===== config.mk =====
export PLATFORM = sky130hd
export DESIGN_NAME = alu_seq
export DESIGN_NICKNAME = d
export VERILOG_FILES = /design/src/rtl/alu_seq.sv
export SDC_FILE = /design/constraint.sdc
export NUM_CORES = 1
export LEC_CHECK = 0
export ABC_CLOCK_PERIOD_IN_PS = 5300
export CORE_MARGIN = 2
export CORE_UTILIZATION = 50
export DETAILED_ROUTE_END_ITERATION = 8
export PLACE_DENSITY = 0.7
export SLEW_MARGIN = 40
export SYNTH_ARGS = -nofsm -noshare
export SYNTH_HDL_FRONTEND = slang
export SYNTH_SLANG_ARGS = --single-unit
export TNS_END_PERCENT = 10

===== constraint.sdc =====
create_clock -name clk -period 5.3 [get_ports clk]
set_input_delay 1.59 -clock clk [delete_from_list [all_inputs] [get_ports clk]]
set_output_delay 1.59 -clock clk [all_outputs]
set_load 0.02 [all_outputs]

===== src/rtl/alu_seq.sv =====
// alu_seq: registered, parametrised-width ALU with a valid/ready operand handshake.
// Single-cycle ops complete on the accept edge. MUL is an iterative shift-add
// multiply that takes WIDTH cycles in the MUL state.
// Ports:
//   clk, rst_n        clock, asynchronous active-low reset
//   in_valid/in_ready operand handshake; in_ready is high only in IDLE
//   a, b, sel_alu     operands and 4-bit op select, sampled only at accept
//   out_valid         one-cycle pulse when result/cout/zout are freshly valid
//   result/cout/zout  registered result, carry/borrow/overflow flag, zero flag
//   busy              multiply in progress
module alu_seq #(
  parameter int unsigned WIDTH = 8,
  parameter int unsigned CNT_W = $clog2(WIDTH) + 1
) (
  input  logic             clk,
  input  logic             rst_n,
  input  logic             in_valid,
  output logic             in_ready,
  input  logic [WIDTH-1:0] a,
  input  logic [WIDTH-1:0] b,
  input  logic [3:0]       sel_alu,
  output logic             out_valid,
  output logic [WIDTH-1:0] result,
  output logic             cout,
  output logic             zout,
  output logic             busy
);

  localparam logic [3:0] OpAdd   = 4'b0001;
  localparam logic [3:0] OpSub   = 4'b0010;
  localparam logic [3:0] OpNor   = 4'b0011;
  localparam logic [3:0] OpShr   = 4'b0100;
  localparam logic [3:0] OpShl   = 4'b0101;
  localparam logic [3:0] OpPassA = 4'b0110;
  localparam logic [3:0] OpPassB = 4'b0111;
  localparam logic [3:0] OpMul   = 4'b1000;
  localparam logic [3:0] OpAdc   = 4'b1001;

  typedef enum logic [1:0] {StIdle, StMul, StDone} state_e;

  state_e               state_q, state_d;
  logic [WIDTH-1:0]     result_q, result_d;
  logic                 cout_q, cout_d;
  logic                 zout_q, zout_d;
  logic                 c_flag_q, c_flag_d;
  logic [CNT_W-1:0]     cnt_q, cnt_d;
  logic [2*WIDTH-1:0]   acc_q, acc_d;
  logic [2*WIDTH-1:0]   mcand_q, mcand_d;
  logic [WIDTH-1:0]     mplier_q, mplier_d;

  logic [WIDTH:0]       alu_wide;
  logic                 alu_loads_c;
  logic [2*WIDTH-1:0]   acc_sum;

  // Single-cycle datapath, evaluated on the live inputs; only used at accept.
  always_comb begin
    alu_wide    = '0;
    alu_loads_c = 1'b0;
    case (sel_alu)
      OpAdd: begin
        alu_wide    = {1'b0, a} + {1'b0, b};
        alu_loads_c = 1'b1;
      end
      OpSub: begin
        alu_wide    = {1'b0, a} - {1'b0, b};
        alu_loads_c = 1'b1;
      end
      OpNor:   alu_wide = {1'b0, ~(a | b)};
      OpShr:   alu_wide = {2'b00, a[WIDTH-1:1]};
      OpShl: begin
        alu_wide    = {a, 1'b0};
        alu_loads_c = 1'b1;
      end
      OpPassA: alu_wide = {1'b0, a};
      OpPassB: alu_wide = {1'b0, b};
      OpAdc: begin
        alu_wide    = {1'b0, a} + {1'b0, b} + {{WIDTH{1'b0}}, c_flag_q};
        alu_loads_c = 1'b1;
      end
      default: alu_wide = '0;
    endcase
  end

  assign acc_sum = acc_q + (mplier_q[0] ? mcand_q : '0);

  always_comb begin
    state_d  = state_q;
    result_d = result_q;
    cout_d   = cout_q;
    zout_d   = zout_q;
    c_flag_d = c_flag_q;
    cnt_d    = cnt_q;
    acc_d    = acc_q;
    mcand_d  = mcand_q;
    mplier_d = mplier_q;

    unique case (state_q)
      StIdle: begin
        if (in_valid) begin
          if (sel_alu == OpMul) begin
            state_d  = StMul;
            acc_d    = '0;
            mcand_d  = {{WIDTH{1'b0}}, a};
            mplier_d = b;
            cnt_d    = '0;
          end else begin
            state_d  = StDone;
            result_d = alu_wide[WIDTH-1:0];
            cout_d   = alu_wide[WIDTH];
            zout_d   = (alu_wide[WIDTH-1:0] == '0);
            if (alu_loads_c) c_flag_d = alu_wide[WIDTH];
          end
        end
      end
      StMul: begin
        // One multiplier bit per cycle, LSB first.
        acc_d    = acc_sum;
        mcand_d  = mcand_q << 1;
        mplier_d = mplier_q >> 1;
        cnt_d    = cnt_q + CNT_W'(1);
        if (cnt_q == CNT_W'(WIDTH - 1)) begin
          state_d  = StDone;
          cnt_d    = '0;
          result_d = acc_sum[WIDTH-1:0];
          cout_d   = |acc_sum[2*WIDTH-1:WIDTH];
          zout_d   = (acc_sum[WIDTH-1:0] == '0);
          c_flag_d = |acc_sum[2*WIDTH-1:WIDTH];
        end
      end
      StDone:  state_d = StIdle;
      default: state_d = StIdle;
    endcase
  end

  always_ff @(posedge clk or negedge rst_n) begin
    if (!rst_n) begin
      state_q  <= StIdle;
      result_q <= '0;
      cout_q   <= 1'b0;
      zout_q   <= 1'b1;
      c_flag_q <= 1'b0;
      cnt_q    <= '0;
      acc_q    <= '0;
      mcand_q  <= '0;
      mplier_q <= '0;
    end else begin
      state_q  <= state_d;
      result_q <= result_d;
      cout_q   <= cout_d;
      zout_q   <= zout_d;
      c_flag_q <= c_flag_d;
      cnt_q    <= cnt_d;
      acc_q    <= acc_d;
      mcand_q  <= mcand_d;
      mplier_q <= mplier_d;
    end
  end

  assign in_ready  = (state_q == StIdle);
  assign busy      = (state_q == StMul);
  assign out_valid = (state_q == StDone);
  assign result    = result_q;
  assign cout      = cout_q;
  assign zout      = zout_q;

endmodule

**Word-level counts from Yosys, hierarchy flattened**

Index checks and enable logic that the tools add are counted.

- Register bits after elaboration: 57
- Input port bits: 23
- Output and inout bits: 13
- Logic and storage cells: 79

- Add/sub/neg operators: 5
- Eq/ne operators: 17
- Mux-type cells: 36
- Bitwise logic cells: 2
- Reductions and logical operators: 10

Operators with widths:

| operator | number |
|---|---|
| 2-to-1 mux 16 bit | 5 |
| one-hot mux 9 bit (8 select lines) | 1 |
| one-hot mux 16 bit (2 select lines) | 2 |
| 2-to-1 mux 8 bit | 5 |
| one-hot mux 8 bit (2 select lines) | 2 |
| == test 4 x 3 -> 1 bit (second input constant) | 5 |
| adder 16 bit | 1 |
| zero test 8 bit | 2 |
| 2-to-1 mux 4 bit | 3 |
| 2-to-1 mux 1 bit | 10 |
| adder 8 x 8 -> 9 bit | 1 |
| adder 9 x 1 -> 9 bit | 1 |
| subtractor 8 x 8 -> 9 bit | 1 |
| == test 4 x 2 -> 1 bit (second input constant) | 2 |
| == test 4 bit (second input constant) | 2 |
| NOT 8 bit | 1 |
| bitwise OR 8 bit | 1 |
| one-hot mux 4 bit (2 select lines) | 1 |
| OR reduction 8 bit | 1 |
| 2-to-1 mux 2 bit | 3 |
| != test 2 x 1 -> 1 bit (second input constant) | 3 |
| one-hot mux 1 bit (2 select lines) | 3 |
| AND reduction 5 bit | 1 |
| adder 4 x 1 -> 4 bit (second input constant) | 1 |
| 11 further kinds | 12 |

**Logic depth before layout (Yosys ltp)**

- Depth in word-level cells: 7
- Mapped depth: 12
- Gate-level depth less buffers: 12

**Worst setup path after synthesis**

OpenSTA, ideal clock, no wires.

- Path type: input port to flip-flop
- Start point: input port a[0]
- End point: register c_flag_q
- Library setup time: 0.141 ns
- Arrival time: 3.785 ns
- Slack: 1.374 ns
- Cell stages on the path: 10
- Path buffers: 0
- Path through: ha_1 fa_1 a211o_1 a2111oi_2 nor3_4 a21oi_1 o32a_1 o32ai_2 nor4b_2 a31oi_1

- Cells in the longest elaborated chain, start to end: 7

Ends and longest elaborated chain:

| item | line | text |
|---|---|---|
| start, declared | 19 | `input logic [WIDTH-1:0] a,` |
| adder 8 x 8 -> 9 bit | 61, 77 |  |
| adder 9 x 1 -> 9 bit | 77 | `alu_wide = {1'b0, a} + {1'b0, b} + {{WIDTH{1'b0}}, c_flag_q};` |
| one-hot mux 9 bit (8 select lines) (*) | 59 | `case (sel_alu)` |
| 2-to-1 mux 1 bit (*) | 111 | `if (alu_loads_c) c_flag_d = alu_wide[WIDTH];` |
| 2-to-1 mux 1 bit (*) | 100 | `if (sel_alu == OpMul) begin` |
| 2-to-1 mux 1 bit (*) | 99 | `if (in_valid) begin` |
| one-hot mux 1 bit (2 select lines) (*) | 97 | `unique case (state_q)` |
| end signal, assigned | 151 | `c_flag_q <= c_flag_d;` |
| end, declared | 45 | `logic c_flag_q, c_flag_d;` |

Every way passes the cells marked *; elsewhere a longest branch is shown, timed or not. The select of a mux whose other input is x is not followed.
A chain may end at the register's enable or synchronous reset.

**Final worst setup path**

- Start point: input port a[1]
- End point: register c_flag_q

Same word-level chain as after synthesis.

==> impl_results.md <==
* WL/cell at 17.21 um
* Post-route ant nets at 0
* Nets at 664
* Area leader, netlist: dfrtp_1
* Die ar. at 10,780 um2
* Slew @ Worst Pin at 0.6512 ns
* Maximum vdd drop at 0.0001929 V
* Initial antenna violation count at 0
* DP Wirelength at 9586 um
* Clk_skew at 0.01356 ns
* Die height at 103.8 um
* Pwr Total at 2.248 mW
* Overflow after GRT at 0
* Worst rel slew slack at 56.50%
* Final hold vios at 0
* Core Rows at 36
* Crit path kind: in -> reg
* CP Launch Type: primary input
* Post-cts resize count at 0
* Root Driver: clkbuf_8
* Crit-path leading delay family: buffers and inverters
* Fin crit share at 83.87%
* Cts hold-fix bufs at 0
* PD cells at 395.9 nW/um2
* Critical path buffers and inverters at 2
* Worst EP required at 5.51 ns
* DR vias/cell at 6.033
* I/O Buffers at 35
* I/O pin count at 36
* GP Congestion at 0.9359
* Seq/Total Area, Yosys at 28.64%
* CTS sink cnt at 57
* Area Growth Syn to Fin at 13.91%
* Worst hold path class: reg -> reg
* Lkg Pwr at 2.554 nW
* Avg Inst Size Synth at 8.684 um2
* Final Util at 58.36%
* Fin. max-slew vios at 0
* Worst-path clk slew at 0.07 ns
* Async S/R FF share, synth at 100.0%
* Starting DRT DRC Count at 285
* Starting density of the core at 51.23%
* Setup bufs post-CTS at 0
* Vias in the first global route at 4,194
* CP max stage cell: clkdlybuf4s50_1
* Via count at 4,428
* Post-synth top area share at 28.11%
* Hold WS at 0.4931 ns
* Syn nets at 642
* Die Wd at 103.8 um
* Htree depth at 3
* CTS buffer count at 9
* Final TNS setup at 0 ns
* Worst setup EP type: flip-flop
* Ant diodes at 0
* Crit-path max cell delay at 0.72 ns
* DRC violations left at 0
* Status: finished clean
* Max-cap violations at 0
* Largest net degree at the start of global routing at 58
* Synth warnings at 0
* Synth Instances at 574
* Drt pass-1 iters at 5
* Fin crit period at 4.445 ns
* First-pass GRT wire length at 21,020 um
* Placeable Area at 9729 um2
* Total Routing Usage GR at 23.95%
* Clock buffer depth at 2
* Total Wirelength at 12,630 um
* Layout cell share with drive strength beyond 1 at 9.484%
* Flop2flop setup slack at 1.63 ns
* Synth Cell Area at 4985 um2
* Fmax at 225.0 MHz
* Worst-path cell chain: clkdlybuf4s50_1 > inv_1 > ha_1 > a21o_1 > a21oi_1 > mux2_2 > nor4b_4 > nor2_1 > o21ai_0 > nor4b_2 > a31oi_1
* Setup violators final at 0
* Seq cells post-synth at 57
* Critical Path AT at 4.66 ns
* Main flop type after synthesis: dfrtp_1
* RSZ-0062 raised after global routing: no
* Worst Path Max Fanout at 8
* Cell variety after synth at 80
* Clock network latency to the later pin of the worst-skew pair at 0.34 ns
* Post-synth EDFFs at 0
* Top post-synthesis cells by area: dfrtp_1 28%, ha_1 11%, nand2_1 4.5%
* CTS tree: built
[worst paths after layout]
path | start | to | cells after the start
min reg2reg | acc_q[6] | acc_q[6] | 2
min | acc_q[6] | acc_q[6] | 2
min in group asynchronous | rst_n | acc_q[12] | 2
max reg2reg | mplier_q[0] | c_flag_q | 11
max | a[1] | c_flag_q | 11
max in group asynchronous | rst_n | zout | 3
[where the power goes]
group	internal (mW)	total, mW	leakage (nW)	switching [mW]
clock	0.339	0.526	0.127	0.186
sequential	0.576	0.686	0.715	0.109
combinational	0.446	1.04	1.71	0.591
[worst min-delay path: cells and delay by family (launching register included)]
family | cells | cell delay [ns]
AOI/OAI and AO/OA | 1 | 0.06
DFF | 1 | 0.35
and+or+nand+nor | 1 | 0.05
[cell type report]
| type | instances | area (um2) |
|---|---|---|
| fill | 921 | 4051 |
| multi-input combinational | 452 | 3281 |
| sequential | 57 | 1428 |
| timing repair buffer | 45 | 432.9 |
| tap | 133 | 166.4 |
| clock buffer | 12 | 155.1 |
| inverter | 31 | 116.4 |
| clock inverter | 4 | 98.84 |
[sequential cells by signal, indices dropped and copies added (netlist names)]
name,count
mcand_q,16
zout,1
cnt_q,4
state_q,2
result,8
cout,1
acc_q,16
c_flag_q,1
mplier_q,8
[cells in the final DEF (no fill, tap or decap), types with 6 or more instances in the layout]
cell type and n:
a211o_1 6, a21o_1 8, a21oi_1 34, a22o_1 23, a31oi_1 21, and2_1 17
buf_4 9, clkbuf_8 11, clkdlybuf4s50_1 34, dfrtp_1 56, ha_1 42, inv_1 31
nand2_1 60, nand2b_1 9, nand3_1 10, nor2_1 47, nor2b_1 6, nor3_1 9
o21ai_0 23, o21bai_1 6, xnor2_1 11, xor2_1 14
[cell families (layout without fill, tap and decap cells)]
group / count (synthesis) / count (layout) / share of synthesized area, %
xor gates and xnor gates: 25 / 25 / 4.393
DFF: 57 / 57 / 28.64
and+or+nand+nor: 187 / 187 / 19.00
buffers and inverters: 65 / 92 / 5.547
muxes: 11 / 11 / 3.514
AOI/OAI and AO/OA: 184 / 184 / 27.16
adders and majority gates: 45 / 45 / 11.75
[routing by layer]
| metal | GRT usage [%] | vias to the layer above | share of wire (%) |
|---|---|---|---|
| met5 | 0 | - | 0 |
| met4 | 8.301 | 0 | 2.0 |
| met3 | 3.713 | 20 | 4.6 |
| met2 | 38.39 | 134 | 47 |
| met1 | 32.99 | 2136 | 46 |
| li1 | - | 2138 | - |
[synth_stat cells (8+ instances only)]
cell type  instances
xor2_1            14
a31oi_1           21
nand2b_1           9
nor2_1            47
and2_1            17
a21oi_1           34
clkbuf_1          24
nand2_1           60
a22o_1            23
a21o_1             8
o21ai_0           23
dfrtp_1           56
xnor2_1           11
ha_1              42
nand3_1           10
inv_1             31
nor3_1             9
[metrics by stage]
step | area (um2) | setup WS, ns | std cells
after floorplan | 4985 | 1.374 | 574
after global placement | 5404 | 0.6513 | 717
after detailed placement | 5404 | 0.5673 | 717
after CTS | 5658 | 0.8528 | 733
after global routing | 5678 | 0.5842 | 734
final | 5678 | 0.8549 | 734
(Power assumes the default switching activity.)
